--- src/rtl/npc_bp.sv ---
// npc_bp: fetch PC register with direct-mapped BTB / 2-bit counter prediction,
// EX-stage branch resolution, misprediction repair and event counters.
module npc_bp #(
  parameter int unsigned     PC_W      = 32,
  parameter int unsigned     BTB_IDX_W = 4,
  parameter logic [PC_W-1:0] RESET_PC  = 32'h1c000000
) (
  input  logic            clk,
  input  logic            rst_n,
  input  logic            if_stall,
  output logic [PC_W-1:0] if_pc,
  output logic            if_pred_taken,
  output logic [PC_W-1:0] if_pred_target,
  input  logic            ex_valid,
  input  logic [1:0]      ex_npc_op,
  input  logic [PC_W-1:0] ex_pc,
  input  logic [PC_W-1:0] ex_rj_pc,
  input  logic [PC_W-1:0] ex_offset,
  input  logic            ex_branch,
  input  logic            ex_pred_taken,
  input  logic [PC_W-1:0] ex_pred_target,
  output logic            flush,
  output logic            jump_taken,
  output logic [31:0]     br_cnt,
  output logic [31:0]     mispred_cnt
);

  localparam int unsigned ENTRIES = 1 << BTB_IDX_W;
  localparam int unsigned TAG_W   = PC_W - BTB_IDX_W - 2;

  typedef enum logic [1:0] {
    OP_PC4  = 2'd0,
    OP_JIRL = 2'd1,
    OP_BL   = 2'd2,
    OP_BX   = 2'd3
  } npc_op_e;

  npc_op_e ex_op;
  assign ex_op = npc_op_e'(ex_npc_op);

  logic [PC_W-1:0]      if_pc_q, if_pc_d;
  logic                 valid_q [ENTRIES];
  logic                 valid_d [ENTRIES];
  logic [TAG_W-1:0]     tag_q   [ENTRIES];
  logic [TAG_W-1:0]     tag_d   [ENTRIES];
  logic [PC_W-1:0]      tgt_q   [ENTRIES];
  logic [PC_W-1:0]      tgt_d   [ENTRIES];
  logic [1:0]           cnt_q   [ENTRIES];
  logic [1:0]           cnt_d   [ENTRIES];
  logic [31:0]          br_cnt_q, br_cnt_d;
  logic [31:0]          mispred_cnt_q, mispred_cnt_d;

  logic [BTB_IDX_W-1:0] if_idx, ex_idx;
  logic [TAG_W-1:0]     if_tag, ex_tag;
  logic                 if_hit, ex_hit;
  logic                 ex_taken;
  logic [PC_W-1:0]      ex_target, ex_btb_tgt;

  assign if_pc       = if_pc_q;
  assign br_cnt      = br_cnt_q;
  assign mispred_cnt = mispred_cnt_q;
  assign ex_idx      = ex_pc[BTB_IDX_W+1:2];
  assign ex_tag      = ex_pc[PC_W-1:BTB_IDX_W+2];

  // BTB lookup for the current fetch PC (sees pre-update contents)
  always_comb begin
    if_idx         = if_pc_q[BTB_IDX_W+1:2];
    if_tag         = if_pc_q[PC_W-1:BTB_IDX_W+2];
    if_hit         = valid_q[if_idx] && (tag_q[if_idx] == if_tag);
    if_pred_taken  = if_hit && cnt_q[if_idx][1];
    if_pred_target = if_pred_taken ? tgt_q[if_idx] : if_pc_q + PC_W'(4);
  end

  // Resolve the EX instruction and detect mispredictions
  always_comb begin
    ex_taken   = 1'b0;
    ex_target  = ex_pc + PC_W'(4);
    ex_btb_tgt = ex_pc + ex_offset;
    if (ex_valid) begin
      unique case (ex_op)
        OP_PC4:  ex_taken = 1'b0;
        OP_JIRL: begin
          ex_taken   = 1'b1;
          ex_target  = ex_rj_pc + ex_offset;
          ex_btb_tgt = ex_rj_pc + ex_offset;
        end
        OP_BL: begin
          ex_taken  = 1'b1;
          ex_target = ex_pc + ex_offset;
        end
        OP_BX: begin
          ex_taken = ex_branch;
          if (ex_branch) ex_target = ex_pc + ex_offset;
        end
      endcase
    end
    jump_taken = ex_taken;
    flush      = ex_valid && ((ex_pred_taken != ex_taken) ||
                              (ex_taken && (ex_pred_target != ex_target)));
  end

  // Next fetch PC: redirect beats stall, stall beats prediction
  always_comb begin
    if (flush)         if_pc_d = ex_target;
    else if (if_stall) if_pc_d = if_pc_q;
    else               if_pc_d = if_pred_target;
  end

  // BTB entry update / allocation / alias invalidation from EX
  always_comb begin
    valid_d = valid_q;
    tag_d   = tag_q;
    tgt_d   = tgt_q;
    cnt_d   = cnt_q;
    ex_hit  = valid_q[ex_idx] && (tag_q[ex_idx] == ex_tag);
    if (ex_valid) begin
      if (ex_op != OP_PC4) begin
        tgt_d[ex_idx] = ex_btb_tgt;
        if (ex_hit) begin
          if (ex_op != OP_BX)                       cnt_d[ex_idx] = 2'b11;
          else if (ex_taken && cnt_q[ex_idx] != 2'b11)  cnt_d[ex_idx] = cnt_q[ex_idx] + 2'd1;
          else if (!ex_taken && cnt_q[ex_idx] != 2'b00) cnt_d[ex_idx] = cnt_q[ex_idx] - 2'd1;
        end else begin
          valid_d[ex_idx] = 1'b1;
          tag_d[ex_idx]   = ex_tag;
          cnt_d[ex_idx]   = ex_taken ? 2'b10 : 2'b01;
        end
      end else if (ex_hit) begin
        valid_d[ex_idx] = 1'b0;
      end
    end
  end

  // Event counters (wrap naturally)
  always_comb begin
    br_cnt_d      = br_cnt_q;
    mispred_cnt_d = mispred_cnt_q;
    if (ex_valid && ex_op != OP_PC4) br_cnt_d = br_cnt_q + 32'd1;
    if (flush)                       mispred_cnt_d = mispred_cnt_q + 32'd1;
  end

  // State registers
  always_ff @(posedge clk or negedge rst_n) begin
    if (!rst_n) begin
      if_pc_q       <= RESET_PC;
      br_cnt_q      <= '0;
      mispred_cnt_q <= '0;
      for (int unsigned i = 0; i < ENTRIES; i++) begin
        valid_q[i] <= 1'b0;
        tag_q[i]   <= '0;
        tgt_q[i]   <= '0;
        cnt_q[i]   <= 2'b01;
      end
    end else begin
      if_pc_q       <= if_pc_d;
      br_cnt_q      <= br_cnt_d;
      mispred_cnt_q <= mispred_cnt_d;
      valid_q       <= valid_d;
      tag_q         <= tag_d;
      tgt_q         <= tgt_d;
      cnt_q         <= cnt_d;
    end
  end

endmodule

--- config.mk ---
export PLATFORM = sky130hd
export DESIGN_NAME = npc_bp
export DESIGN_NICKNAME = d
export VERILOG_FILES = /design/src/rtl/npc_bp.sv
export SDC_FILE = /design/constraint.sdc
export NUM_CORES = 2
export LEC_CHECK = 0
export CAP_MARGIN = 20
export CELL_PAD_IN_SITES_DETAIL_PLACEMENT = 1
export CELL_PAD_IN_SITES_GLOBAL_PLACEMENT = 1
export CORE_ASPECT_RATIO = 1.25
export CORE_MARGIN = 5
export CORE_UTILIZATION = 30
export CTS_CLUSTER_DIAMETER = 80
export CTS_CLUSTER_SIZE = 14
export DETAILED_ROUTE_END_ITERATION = 12
export PLACE_DENSITY = 0.62
export SYNTH_ARGS = -nofsm -noshare
export SYNTH_HDL_FRONTEND = slang
export SYNTH_SLANG_ARGS = --single-unit
--- constraint.sdc ---
create_clock -name clk -period 11.7 [get_ports clk]
set_input_delay 2.925 -clock clk [delete_from_list [all_inputs] [get_ports clk]]
set_output_delay 2.925 -clock clk [all_outputs]
set_load 0.1 [all_outputs]
Yosys cells after proc, flatten, opt, wreduce, memory -nomap -nowiden
Cells that the tools add are included.
- equal/unequal tests: 12
- bitwise gates (word level): 7
- reductions and logical operators: 20
- $lt $le $gt $ge: 3
- shift-type cells: 0
- multipliers: 0
- $add $sub $neg: 8
- div/mod/pow operators: 0
- mux-type cells: 52
- operator list (operator ; count):
    $bwmux W512 ; 1
    $mux W32 ; 14
    $bwmux W416 ; 1
    $bmux W26 S4 ; 2
    $mux W26 ; 5
    $bmux W32 S4 ; 1
    $demux W32 S4 ; 1
    $demux W26 S4 ; 1
    $bwmux W32 ; 3
    $pmux W32 S3 ; 1
    $add A32 B1 Y32 const B ; 2
    $add A32 B3 Y32 const B ; 2
    $add A32 B32 Y32 ; 2
    $eq A26 B26 Y1 ; 2
    $mux W16 ; 3
    $ne A32 B32 Y1 ; 1
    $or A32 B32 Y32 ; 1
    $and A16 B16 Y16 ; 1
    $bmux W2 S4 ; 2
    $not A16 Y16 ; 1
    $or A16 B16 Y16 ; 1
    $mux W2 ; 6
    $ge A5 B5 Y1 const B ; 2
    $not A4 Y5 ; 2
    23 further kinds ; 44
- memory bits (writable): 0
- memories: 0
- input port bits: 136
- memory bits (read-only): 0
- word-level logic and storage cells: 169
- output and inout port bits: 131
- latch bits: 0
- flip-flop bits (word level): 1072

Logic depth before layout (Yosys ltp)
- word-level depth: 10
- depth in mapped cells: 17
- mapped depth without buffers: 14

Least setup slack after synthesis
OpenSTA, ideal clock, no wires.
- path kind: input port to output port
- start point: in ex_npc_op[0]
- end point: out flush
- required time: 8775 ps
- data arrival time: 7230 ps
- path buffers: 2
- stages: 14
- path slack: 1545 ps
- path through: inv_1 -> ha_1 -> nand2b_1 -> clkbuf_1 -> nor2_1 -> nand2_1 -> nor3_1 -> o211ai_1 -> nor4_1 -> nand4_1 -> or4_1 -> nor4_4 -> nor2_2 -> buf_2
- longest elaborated chain between the ends: 7
- elaborated cells on any way between the ends: 14
- those cells by class: 5 x eq/ne; 4 x mux; 5 x reduce/logical
- RTL lines (item ; RTL line ; RTL):
    from (decl) ; 15 ; input logic [1:0] ex_npc_op,
    $eq A2 B2 Y1 or $eq A2 B1 Y1 (tied branches) ; 80 ; unique case (ex_op)
    $reduce_or A2 Y1 (no line) ; n/a ;
    $pmux W1 S3 (*) ; 80 ;
    $mux W1 (*) ; 79 ; if (ex_valid) begin
    via jump_taken ; 23 ; output logic jump_taken,
    $ne A1 B1 Y1 or $logic_and A1 B1 Y1 (tied branches) ; 98, 99 ;
    $logic_or A1 B1 Y1 (*) ; 98 ; flush = ex_valid && ((ex_pred_taken != ex_taken) ||
    $logic_and A1 B1 Y1 (*) ; 98 ;
    to (decl) ; 22 ; output logic flush,
The timed path passes the listed nets; every way through them passes the cells marked *.

Worst setup path after layout
- start point: in ex_offset[11]
- end point: out flush
- longest elaborated chain between the ends: 8
- elaborated cells on any way between the ends: 9
- those cells by class: 2 x add/sub; 1 x eq/ne; 3 x mux; 3 x reduce/logical
- RTL lines (item ; RTL line ; RTL):
    from (decl) ; 18 ; input logic [PC_W-1:0] ex_offset,
    $add A32 B32 Y32 ; 89, 93 ;
    $mux W32 ; 93 ; if (ex_branch) ex_target = ex_pc + ex_offset;
    $pmux W32 S3 (*) ; 80 ;
    $mux W32 (*) ; 79 ;
    $ne A32 B32 Y1 (*) ; 99 ; (ex_taken && (ex_pred_target != ex_target)));
    $logic_and A1 B1 Y1 (*) ; 99 ;
    $logic_or A1 B1 Y1 (*) ; 98 ;
    $logic_and A1 B1 Y1 (*) ; 98 ;
Every way passes the cells marked *; elsewhere a longest branch is shown, timed or not.

==> reports/results.env <==
POSTSYNTHREGISTERBITS=1072
TOTALWIRELENGTH_MM=222.8
MET1_LENGTH_MM=96.20
STD_CELL_ROWS=181
SYNTH_ENABLE_FLOP_CELLS=0
RELATIVE_CONTRIBUTION_OF_SEQUENTIAL_CELLS_TO_TOTAL_POWER=0.394
DP_HPWL_MM=151.7
HOLD_PATH_STARTPOINT='cnt_q[16]'
WHS_ENDPOINT='cnt_q[16]'
SETUP_TNS_PS=0
RSZ0062_AT_GRT='false'
ROUTE.VIAS.TOTAL=43040
TOTAL_LEAKAGE_POWER_nW=27.27
FIN_WS_PS=865.4
FINISH.NET_COUNT=5266
FINALPOWER_mW=13.88
CRIT_PATH_START_KIND='input pin'
SYNTHMUXAREASHARE=0.2670
RELSLEWSLACK=0.1883
FINAL-MAX-SLEW-VIOLATION-COUNT=0
CELLPOWERDENSITY_nW_PER_UM2=208.3
STATUS='complete, no violations'
RR_ENDPOINT='if_pc[1]'
FLOORPLAN.CORE_AREA_UM2=194100
NETSWITCHINGPOWER_mW=5.437
MAXCLOCKFREQUENCY_GHz=0.09230
SETUP_VIOL=0
TIMING_WORST_SLEW_PIN_VALUE_PS=1214
GLOBALROUTETOTALUTIL=0.2159
DRT_DRC_VIOLATIONS_LEFT=0
CTS_HOLD_BUF=0
YS.FLOP_TYPE='sky130_fd_sc_hd__dfrtp_1'
PLACEMENT_SETUP_SLACK_PS=922.9
INITIAL_UTILIZATION=0.3004
CLOCK-SKEW-FINAL_PS=63.00
WORST_EP_ARRIVAL_TIME_PS=7910
REGTOREGSTARTPOINT='if_pc[3]'
CHIPWIDTH_UM=404.3
CLOCK-SINKS=1072
POWER_FRAC_CLOCK=0.215
MET2ROUTEDLENGTH_MM=103.1
LARGEST_FAMILY_OF_LOGIC_CELLS_BY_SYNTHESIZED_AREA='multiplexers'
GRT_START_MAX_NET_PINS=173
SYNTH_COMPOUND_AREA_FRAC=0.09216
FINAL.MIN_CLOCK_PERIOD_PS=10830
SYNTH-XOR-AREA-SHARE=0.03710
DRTITER0DRC=3608
DRT_FIRST_PASS_ITERS=5
POWER.INTERNAL_mW=8.438
VIA_PER_INST=5.602
POWER_SWITCHING_SHARE=0.3919
GRT_REMAINING_OVERFLOW=0
POWER.SHARE.COMBINATIONAL=0.391
HOLD_PATH_DEPTH=2
HOLD_SLACK_PS=474.0
SYNTHESIS.NETS=5208
SYNTHSIMPLEGATEAREAFRAC=0.09381
FINAL-HOLD-VIOLATION-COUNT=0
WORST-ENDPOINT-REQUIRED_PS=8780
REGTOREGSETUPSLACK_PS=5640
CTS_TREE='yes'
ROOT_BUFFER_SELECTED_BY_CTS='sky130_fd_sc_hd__clkbuf_16'
CLKLATENCYLATEPIN_PS=750
SYN-INSTANCE-COUNT=4995
SYN2LAYOUT_AREA_GROWTH_PCT=14.25
MAXIMUM_LEVEL_OF_THE_CTS_H_TREE=3
PATH_MAX_FANOUT=7
SYNTH_SEQ_AREA_SHARE=0.4605
FIRST_GLOBAL_VIAS=45540
DRT.ANTENNA.VIOLATING_NETS=0
POST_CTS_BUFFERS=0
IOPINCOUNT=267
DIE_Y_UM=502.9
CLK_TRANSITION_REPORTED_PATHS_PS=70
FINAL_LAYOUT_SIZE_SUFFIX_GT1_FRAC=0.2365
NUMBER_OF_WARNINGS_REPORTED_IN_THE_YOSYS_SYNTHESIS_LOG=0
TIMING.FINAL.CRIT_SHARE=0.9260
CTS_REPAIR_RESIZES=0
DIE_AR_UM2=203300
ROUTED_WIRE_LENGTH_PER_INSTANCE_UM=29.01
SYNTH.CELL_AREA_UM2=58310
HIGHEST-SIGNAL-LAYER='met5'
YOSYS.CELL_TYPES.COUNT=83
HOLDCRITPATHCLASS='register to register'
SYN-MEAN-INSTANCE-AREA_UM2=11.67
PORT-BUFFER-COUNT=266
YOSYS.AREA_SHARE.ADDER=0.01678
POSTSYNTH.ASYNCRESETSHARE=1.000
CAP_VIOLATIONS=0
CRIT_TYPE='input pin to output pin'
CTS_MADE_BUFFERS=90
WORSTSETUPENDPOINTTYPE='output pin'
ANTENNA_FOUND_INITIAL=36
MAX-VDD-IR-DROP_mV=0.1770
GRT_PASS1_WL_MM=325.1
MET3WIRELENGTH_MM=16.37
WORST_R2R_PATH_DEPTH=11
CLOCK_TREE.BUFFER_DEPTH=3
ROUTABILITYCONGESTION=0.9313
==> layer usage <==
layer | global-route usage | vias to the layer above
li1 | - | 18360
met1 | 0.2947 | 22950
met2 | 0.3465 | 1387
met3 | 0.04494 | 330
met4 | 0.06643 | 18
met5 | 0 | -
==> cells in the final DEF (no fill, tap or decap), types with 18 or more instances in the layout <==
cell	instances
sky130_fd_sc_hd__a21o_1	20
sky130_fd_sc_hd__a21oi_1	96
sky130_fd_sc_hd__a22o_1	18
sky130_fd_sc_hd__and3_1	31
sky130_fd_sc_hd__buf_4	133
sky130_fd_sc_hd__clkbuf_1	35
sky130_fd_sc_hd__clkbuf_16	90
sky130_fd_sc_hd__clkdlybuf4s50_1	258
sky130_fd_sc_hd__dfrtp_1	1049
sky130_fd_sc_hd__dfstp_2	19
sky130_fd_sc_hd__ha_1	75
sky130_fd_sc_hd__inv_1	25
sky130_fd_sc_hd__mux2_2	423
sky130_fd_sc_hd__mux2i_1	81
sky130_fd_sc_hd__mux4_2	436
sky130_fd_sc_hd__nand2_1	746
sky130_fd_sc_hd__nand2b_1	21
sky130_fd_sc_hd__nand3_1	63
sky130_fd_sc_hd__nand4_1	75
sky130_fd_sc_hd__nor2_1	136
sky130_fd_sc_hd__nor3_1	36
sky130_fd_sc_hd__nor4_1	21
sky130_fd_sc_hd__o21a_1	19
sky130_fd_sc_hd__o21ai_0	586
sky130_fd_sc_hd__o21ai_1	36
sky130_fd_sc_hd__o31ai_1	21
sky130_fd_sc_hd__xnor2_1	138
sky130_fd_sc_hd__xor2_1	109
==> synthesized netlist by cell type (all sizes together) (14+ instances only) <==
cell type  number  area share
inv            26      0.0017
nand2b         21      0.0023
mux2i          86       0.015
a21oi          98      0.0085
nor2          141      0.0092
xnor2         138       0.021
a221oi         17      0.0029
o21a           19      0.0024
clkbuf        311       0.020
dfstp          19      0.0086
o211ai         14      0.0018
and2           18      0.0019
ha             75       0.016
mux2          434       0.084
buf           135       0.011
and3           31      0.0033
o21ai         622       0.053
xor2          109       0.016
dfrtp        1053        0.45
nand4          75      0.0080
nand2         747       0.048
or3            16      0.0017
nor2b          16      0.0017
nor4           23      0.0028
mux4          436        0.17
a21o           20      0.0026
nor3           36      0.0031
o31ai          21      0.0027
nand3          72      0.0062
a22o           18      0.0027
==> metrics by stage <==
step	cells	cell area (µm²)	utilization
6_report	7682	66620	0.3432
4_1_cts	7657	66430	0.3423
3_3_place_gp	7513	63740	0.3284
5_1_grt	7667	66580	0.3431
2_1_floorplan	4995	58310	-
3_5_place_dp	7515	63770	0.3286
==> cell families after synthesis <==
group                    Yosys count
multiplexers                     956
flip-flops                      1072
adder cells (fa/ha/maj)           77
buffers and inverters            472
AND/OR/NAND/NOR                 1236
XOR/XNOR                         247
AO/OA/AOI/OAI                    935
==> worst max-delay path, cell delays in order <==
cell and delay, ps:
sky130_fd_sc_hd__clkdlybuf4s50_1 540, sky130_fd_sc_hd__ha_1 490, sky130_fd_sc_hd__a21oi_2 420, sky130_fd_sc_hd__o21ai_1 230
sky130_fd_sc_hd__a22oi_1 660, sky130_fd_sc_hd__a31oi_1 250, sky130_fd_sc_hd__a2111oi_1 600, sky130_fd_sc_hd__xnor2_1 230
sky130_fd_sc_hd__a221oi_1 480, sky130_fd_sc_hd__xor2_1 190, sky130_fd_sc_hd__o211ai_1 190, sky130_fd_sc_hd__nor4_4 430
sky130_fd_sc_hd__nor2_4 70, sky130_fd_sc_hd__buf_12 170
==> worst max-delay path by stage <==
| stage | from | endpoint |
|---|---|---|
| 4_1_cts | ex_offset[11] | flush |
| 2_1_floorplan | ex_npc_op[0] | flush |
| 3_3_place_gp | ex_offset[11] | flush |
| 6_report | ex_offset[11] | flush |
| 5_1_grt | ex_offset[11] | flush |
| 3_5_place_dp | ex_offset[11] | flush |
==> registers in the layout, indices dropped and copies added, names as in the netlist, named ones only <==
signal       cells
mispred_cnt     32
br_cnt          32
if_pc           32
cnt_q           32
tag_q          416
tgt_q          512
==> final cells by class <==
class / instances / area (µm²)
Timing Repair Buffer: 412 / 3950
Clock buffer: 125 / 2384
Multi-Input combinational cell: 3451 / 29790
Fill cell: 20890 / 127500
Inverter: 26 / 97.59
Antenna cell: 17 / 42.54
Tap cell: 2562 / 3206
Clock inverter: 17 / 282.8
Sequential cell: 1072 / 26860
==> power groups by stage <==
stage	sequential (mW)	combinational [mW]	clock, mW
after global placement	5.44	5.34	0
after global routing	5.57	5.73	3.21
after CTS	5.45	5.44	3.07
after floorplan	5.59	3.34	0
final	5.46	5.43	2.99
after detailed placement	5.52	5.43	0
(Power assumes the default switching activity.)
